--- src/rtl/pipe_hazard_ctrl.sv ---
// Hazard controller for a five-stage pipeline: load-use stall, branch flush and
// data-memory wait with timeout; all outputs come straight from flops.
module pipe_hazard_ctrl #(
  parameter logic [7:0] TIMEOUT = 8'd255
) (
  input  logic        clk,
  input  logic        rst_n,
  input  logic [3:0]  d_dest,
  input  logic        d_memread,
  input  logic [3:0]  f_op1,
  input  logic [3:0]  f_op2,
  input  logic        br_taken,
  input  logic        mem_req,
  input  logic        mem_ack,
  output logic        pc_en,
  output logic        fd_en,
  output logic        dx_en,
  output logic        xm_en,
  output logic        mw_en,
  output logic        fd_flush,
  output logic        dx_flush,
  output logic [1:0]  state,
  output logic [15:0] stall_cnt,
  output logic        mem_err
);

  typedef enum logic [1:0] {
    RUN     = 2'b00,
    LDUSE   = 2'b01,
    FLUSH   = 2'b10,
    MEMWAIT = 2'b11
  } state_e;

  state_e      state_r;
  state_e      next_s;
  logic [6:0]  ctl_r;
  logic [15:0] stall_cnt_r;
  logic        mem_err_r;
  logic        br_pend_r;
  logic        br_pend_next_s;
  logic [7:0]  wait_cnt_r;
  logic [7:0]  wait_next_s;
  logic        err_set_s;
  logic        ld_hz_s;

  // Control vector order: {pc_en, fd_en, dx_en, xm_en, mw_en, fd_flush, dx_flush}
  function automatic logic [6:0] decode_ctl(input state_e st);
    case (st)
      RUN:     decode_ctl = 7'b11111_00;
      LDUSE:   decode_ctl = 7'b00111_01;
      FLUSH:   decode_ctl = 7'b11111_11;
      MEMWAIT: decode_ctl = 7'b00000_00;
      default: decode_ctl = 7'b11111_00;
    endcase
  endfunction

  function automatic state_e run_next(input logic req, input logic ack,
                                      input logic br, input logic ld);
    if (req && !ack) begin
      run_next = MEMWAIT;
    end else if (br) begin
      run_next = FLUSH;
    end else if (ld) begin
      run_next = LDUSE;
    end else begin
      run_next = RUN;
    end
  endfunction

  assign ld_hz_s = d_memread && (d_dest != 4'd0) &&
                   ((d_dest == f_op1) || (d_dest == f_op2));

  // Next-state, wait counter and pending-branch logic
  always_comb begin
    next_s         = RUN;
    br_pend_next_s = 1'b0;
    wait_next_s    = 8'd0;
    err_set_s      = 1'b0;
    case (state_r)
      RUN:   next_s = run_next(mem_req, mem_ack, br_taken, ld_hz_s);
      LDUSE: next_s = run_next(mem_req, mem_ack, br_taken, ld_hz_s);
      FLUSH: next_s = run_next(mem_req, mem_ack, br_taken, 1'b0);
      MEMWAIT: begin
        if (mem_ack) begin
          next_s = (br_pend_r || br_taken) ? FLUSH : RUN;
        end else if (wait_cnt_r == TIMEOUT) begin
          // Abandon the access; any branch seen while waiting is dropped
          next_s    = RUN;
          err_set_s = 1'b1;
        end else begin
          next_s         = MEMWAIT;
          wait_next_s    = wait_cnt_r + 8'd1;
          br_pend_next_s = br_pend_r || br_taken;
        end
      end
      default: next_s = RUN;
    endcase
  end

  // State, registered controls and bookkeeping
  always_ff @(posedge clk or negedge rst_n) begin
    if (!rst_n) begin
      state_r     <= RUN;
      ctl_r       <= 7'b11111_00;
      stall_cnt_r <= 16'd0;
      mem_err_r   <= 1'b0;
      br_pend_r   <= 1'b0;
      wait_cnt_r  <= 8'd0;
    end else begin
      state_r    <= next_s;
      ctl_r      <= decode_ctl(next_s);
      br_pend_r  <= br_pend_next_s;
      wait_cnt_r <= wait_next_s;
      if (err_set_s) begin
        mem_err_r <= 1'b1;
      end else begin
        mem_err_r <= mem_err_r;
      end
      if ((state_r != RUN) && (stall_cnt_r != 16'hFFFF)) begin
        stall_cnt_r <= stall_cnt_r + 16'd1;
      end else begin
        stall_cnt_r <= stall_cnt_r;
      end
    end
  end

  assign pc_en     = ctl_r[6];
  assign fd_en     = ctl_r[5];
  assign dx_en     = ctl_r[4];
  assign xm_en     = ctl_r[3];
  assign mw_en     = ctl_r[2];
  assign fd_flush  = ctl_r[1];
  assign dx_flush  = ctl_r[0];
  assign state     = state_r;
  assign stall_cnt = stall_cnt_r;
  assign mem_err   = mem_err_r;

endmodule
--- config.mk ---
export PLATFORM = sky130hd
export DESIGN_NAME = pipe_hazard_ctrl
export DESIGN_NICKNAME = d
export VERILOG_FILES = /design/src/rtl/pipe_hazard_ctrl.sv
export SDC_FILE = /design/constraint.sdc
export NUM_CORES = 1
export LEC_CHECK = 0
export CAP_MARGIN = 20
export CORE_MARGIN = 3
export CORE_UTILIZATION = 40
export CTS_CLUSTER_SIZE = 12
export DETAILED_ROUTE_END_ITERATION = 6
export HOLD_SLACK_MARGIN = 0.03
export PLACE_DENSITY = 0.71
export SLEW_MARGIN = 20
export SYNTH_ARGS = -nofsm -noshare
export SYNTH_HDL_FRONTEND = slang
export SYNTH_SLANG_ARGS = --single-unit
--- constraint.sdc ---
create_clock -name clk -period 1.75 [get_ports clk]
set_input_delay 0.35 -clock clk [delete_from_list [all_inputs] [get_ports clk]]
set_output_delay 0.35 -clock clk [all_outputs]
set_load 0.02 [all_outputs]
==> impl_metrics.toml, run 1 <==
[sta]
skew_ps = 8.71
max_clock_freq_mhz = 600
setup_viol = 0
relSlewSlack = 0.731
worst_slew_pin_slew_ps = 404
final_min_period_over_clock_period = 0.953
fin_setup_tns_ps = 0
final_max_slew_viol_count = 0
min_period_ps = 1670
hold_viol = 0

[synthesis]
syn_inst = 151
synth_ff_type = "dfrtp_1"
ys_async_sr_fraction = 1.00
synth_edf_count = 0
syn_nets = 173
synth.distinct_cells = 34
yosys_warnings = 0
syn-cell-area_mm2 = 0.00163
seq_area_frac_synth = 0.493
avgSynthCellArea_um2 = 10.8
ys_seq_elements = 32

[critical_path]
worst_r2r_path_depth = 6
path_buf_inv = 1
cp_slowest_stage_delay_ps = 630
cp_cell_sequence = "clkdlybuf4s50_1"
arrival_ps = 1320
crit_family = "buffers and inverters"
crit_cells = 1
path_class = "flop to primary output"
slowest_stage = "clkdlybuf4s50_1"
crit_fanout = 4
crit_path_start_kind = "flop"
end_kind = "primary output"
crit_required_ps = 1400

[global_routing]
grt_overflow = 0
grt_usage = 0.154
grt_pass1_vias = 1383
grt_max_degree = 33
grt_first_pass_wirelength_um = 5990
antenna_found_initial = 0

[finish]
drive_above_1_share = 0.178
areaGrowthSynthToFinish_pct = 42.6
finalNetCount = 234
multiInputGateArea_um2 = 793
utilization = 0.612
regArea_um2 = 803
fillCellCount = 322
antenna_cells = 0

[route]
routed_wl_um = 3580
vias = 1361
antenna_left = 0
route.detailed.wl_per_inst_um = 13.7
first_pass_iters = 4
drt_iter0_drc = 38
drc = 0
avgViaCountPerCell = 5.21

[die]
start_util = 0.429
die_y_um = 69.8
rows = 22
die_w_um = 69.8
io-pin-count = 44
die_area_mm2 = 0.00488
core_area_mm2 = 0.00380

[placed_design]
gp_congestion = 0.736
place_hpwl_um = 2700
io_buffers = 43

[power_and_ir_drop]
powerDensity_mw_per_mm2 = 969
leakage_nw = 1.22
ir_worst_vdd_v = 0.000752

[flow_run]
drv_cap = 0

[clocking]
cts_sinks = 32
cts_root_buf = "clkbuf_8"
holdBufCountCts = 0
clk_path_buf_depth = 2
h-tree-depth = 2
cts_made_buffers = 5
clk_latency_ps = 290
path_clk_slew_ps = 70
cts_tree = "yes"

[hold_path]
hp-class = "primary input to asynchronous set/reset pin"

[status]
status = "finished, final reports clean"
[logic make-up (layout without fill, tap and decap cells)]
group / after synthesis / count (layout) / share of synthesized area
and+or+nand+nor: 72 / 72 / 0.267
adders and majority gates: 4 / 4 / 0.0307
buffers and inverters: 7 / 69 / 0.0238
xor gates and xnor gates: 27 / 27 / 0.145
AOI/OAI and AO/OA: 7 / 7 / 0.0246
muxes: 2 / 2 / 0.0161
DFF: 32 / 32 / 0.493
[sequential cells by signal (all words and copies together) (netlist names)]
name	cells
ctl_r	4
br_pend_r	1
mem_err	1
stall_cnt	16
wait_cnt_r	8
state	2
[synthesized netlist by cell type (all sizes together) (3+ instances only)]
library cell   n  area [µm²]
a21oi          3        15.0
buf            4        27.5
dfrtp         30         751
ha             4        50.1
inv            3        11.3
nand2         10        37.5
nand3         12        65.1
nand4          6        58.8
nor2          16        65.1
nor3          10        50.1
nor3b          3        22.5
nor4           6        65.1
o21ai          3        15.0
xnor2          8        70.1
xor2          19         166
[metrics by stage]
| step | instance area, µm² | total power, W | std cells | hold slack (ps) | worst slack (ps) |
|---|---|---|---|---|---|
| 2_1_floorplan | 1630 | 0.00132 | 151 | 54.4 | 104 |
| 3_3_place_gp | 2200 | 0.00170 | 252 | 461 | -196 |
| 3_5_place_dp | 2200 | 0.00172 | 252 | 464 | -255 |
| 4_1_cts | 2280 | 0.00230 | 260 | 478 | 1.95 |
| 5_1_grt | 2320 | 0.00238 | 261 | 495 | -13.1 |
| 6_report | 2320 | 0.00225 | 261 | 462 | 82.6 |
[cell usage in the layout (no fill, tap or decap), types with 2 or more instances in the layout]
master	Yosys	layout
a21oi_1	3	3
and4_1	2	2
buf_4	3	15
clkbuf_8	0	6
clkdlybuf4s50_1	0	18
clkinv_2	0	2
dfrtp_1	30	30
dfstp_2	2	2
dlygate4sd2_1	0	11
dlymetal6s2s_1	0	14
ha_1	4	4
inv_1	3	3
nand2_1	10	10
nand3_1	11	11
nand4_1	4	4
nor2_1	14	14
nor2_2	2	2
nor3_1	10	10
nor3b_1	3	2
nor4_1	3	3
nor4_2	2	2
o21ai_0	3	2
xnor2_1	8	8
xor2_1	19	19
[metal layers]
metal / vias up / track usage / part of all wire
met5: - / 0 / 0
li1: 646 / - / -
met3: 10 / 0.0580 / 0.076
met2: 58 / 0.229 / 0.47
met1: 647 / 0.187 / 0.42
met4: 0 / 0.0957 / 0.026
[layout make-up]
type | count | share of cell area
clock inverter | 2 | 0.00431
inverter | 3 | 0.00484
clock buffer | 6 | 0.0355
sequential | 32 | 0.346
multi-input combinational | 112 | 0.341
tap | 48 | 0.0258
timing repair buffer | 58 | 0.243
[what timing repair did]
action,CTS,global route
endpoints found under the setup margin,11,13
gates resized for setup,11,16
buffers inserted,0,1
pin swaps,0,2
[report_power, final]
group	switching [W]	total, W	internal (W)
sequential	0.0000878	0.000931	0.000843
clock	0.000265	0.000578	0.000313
combinational	0.000380	0.000744	0.000364
total	0.000732	0.00225	0.00152
[final timing paths]
kind | start | to | slack [ps]
worst max-delay path | stall_cnt[3] | stall_cnt[3] | 80
worst min-delay path | rst_n | wait_cnt_r[1] | 460
worst max register to register | wait_cnt_r[1] | ctl_r[0] | 140
worst min register to register | mem_err | mem_err | 480
max in group asynchronous | rst_n | ctl_r[5] | 960
min in group clk | mem_err | mem_err | 480
(Power assumes the default switching activity.)
==> run 2: changes to the inputs <==
- CORE_UTILIZATION: 40 -> 43
- PLACE_DENSITY: 0.71 -> 0.75
- REMOVE_ABC_BUFFERS: unset -> 1
==> impl_metrics.toml, run 2 (synthesis gave the netlist of run 1 again) <==
[power_and_ir_drop]
leakage_nw = 1.11
powerDensity_mw_per_mm2 = 976
sequentialPowerShare = 0.434
ir_worst_vdd_v = 0.000521
power.net_switching_w = 0.000739
total_power_w = 0.00223
power_frac_comb = 0.307
clkPwrFrac = 0.259
p_sw_frac = 0.331
power.internal_w = 0.00149

[route]
drc = 0
drt_iter0_drc = 102
route.detailed.wl_per_inst_um = 13.3
vias = 1353
routed_wl_um = 3420
first_pass_iters = 4
antenna_left = 0
avgViaCountPerCell = 5.29

[die]
die_y_um = 67.6
io-pin-count = 44
core_area_mm2 = 0.00349
die_area_mm2 = 0.00457
start_util = 0.467
rows = 21
die_w_um = 67.6

[status]
status = "finished, final reports clean"

[sta]
holdWs_ps = 459
hold_viol = 0
min_period_ps = 1720
setup_viol = 0
relSlewSlack = 0.734
worst_slew_pin_slew_ps = 399
final_min_period_over_clock_period = 0.982
max_clock_freq_mhz = 582
layout_setup_ws_ps = 32.1
final_max_slew_viol_count = 0
skew_ps = 2.84

[critical_path]
cp_slowest_stage_delay_ps = 660
crit_cells = 1
arrival_ps = 1370
path_buf_inv = 1
crit_family = "buffers and inverters"
cp_cell_sequence = "clkdlybuf4s50_1"
end_kind = "primary output"
crit_fanout = 5
path_class = "flop to primary output"
crit_required_ps = 1400
slowest_stage = "clkdlybuf4s50_1"
crit_path_start_kind = "flop"
worst_r2r_path_depth = 6

[finish]
final_cell_mix = "30 x dfrtp_1, 26 x clkdlybuf4s50_1, 19 x xor2_1, 14 x nor2_1"
finalNetCount = 231
regArea_um2 = 803
final_common_cell = "dfrtp_1"
antenna_cells = 0
fillCellCount = 274
areaGrowthSynthToFinish_pct = 40.4
drive_above_1_share = 0.162
largest_reg_flops = 16
post-route-cell-area_mm2 = 0.00229
multiInputGateArea_um2 = 808
utilization = 0.655

[placed_design]
io_buffers = 43
place_hpwl_um = 2560
gp_congestion = 0.874
dpl_cell_area_mm2 = 0.00218
preCtsSetupSlack_ps = -215

[hold_path]
hp-class = "primary input to asynchronous set/reset pin"

[global_routing]
grt_first_pass_wirelength_um = 5790
grt_max_degree = 33
grt_usage = 0.170
grt_overflow = 0
antenna_found_initial = 0
grt_pass1_vias = 1400

[clocking]
cts_made_buffers = 5
clk_path_buf_depth = 2
holdBufCountCts = 0
cts_root_buf = "clkbuf_8"
clk_latency_ps = 290
path_clk_slew_ps = 60
cts_tree = "yes"
h-tree-depth = 2
cts_sinks = 32

[flow_run]
drv_cap = 0
[run 2: cell types whose count changed in the layout (fill, tap and decap cells not counted), sizes merged]
| cell | delta |
|---|---|
| dlymetal6s2s | -9 |
| dlygate4sd2 | +1 |
| clkbuf | +2 |
| clkinv | -2 |
| clkdlybuf4s50 | +8 |
| buf | -3 |
[run 2: per-stage QoR]
stage / TNS (ps) / std cells
2_1_floorplan: -23.2 / 147
3_3_place_gp: -413 / 248
3_5_place_dp: -630 / 248
4_1_cts: 0 / 256
5_1_grt: -29.8 / 256
6_report: 0 / 256
[run 2: final cells by class]
class	count	share of cell area
repair buffers	55	0.226
clock buffers	8	0.0394
flip-flops and latches	32	0.351
multi-input cells	112	0.353
inverters	3	0.00492
well taps	46	0.0252
[run 2: worst paths after layout]
kind                                    start            to  slack (ps)
worst min register to register        mem_err       mem_err         480
max in group asynchronous               rst_n      ctl_r[5]         960
worst max-delay path             stall_cnt[2]  stall_cnt[2]          30
worst min-delay path                    rst_n  stall_cnt[7]         460
worst max register to register  wait_cnt_r[0]      ctl_r[1]          90
min in group clk                      mem_err       mem_err         480
[run 2: worst reg2reg max path, stage by stage, from the launching register on]
cell and delay [ps]:
dfrtp_1 410, ha_1 230, nand2_1 80, nor3_1 60
or3_1 360, and3_1 220, ha_1 190
[run 2: layer usage]
| layer | track usage | vias to the layer above | part of all wire |
|---|---|---|---|
| li1 | - | 644 | - |
| met1 | 0.188 | 651 | 0.41 |
| met2 | 0.299 | 53 | 0.51 |
| met3 | 0.0433 | 5 | 0.065 |
| met4 | 0.0810 | 0 | 0.019 |
| met5 | 0 | - | 0 |
[run 2: power by group through the flow]
stage               logic (W)  registers [W]  clock network, W
floorplan            0.000212        0.00110                 0
global placement     0.000699       0.000973                 0
detailed placement   0.000725       0.000978                 0
CTS                  0.000686       0.000966          0.000593
global route         0.000739       0.000982          0.000617
finish               0.000685       0.000969          0.000579
[run 2: what timing repair did]
action	in CTS	in global routing
setup endpoints to repair	12	11
gates resized for setup	12	9
buffers inserted	0	0
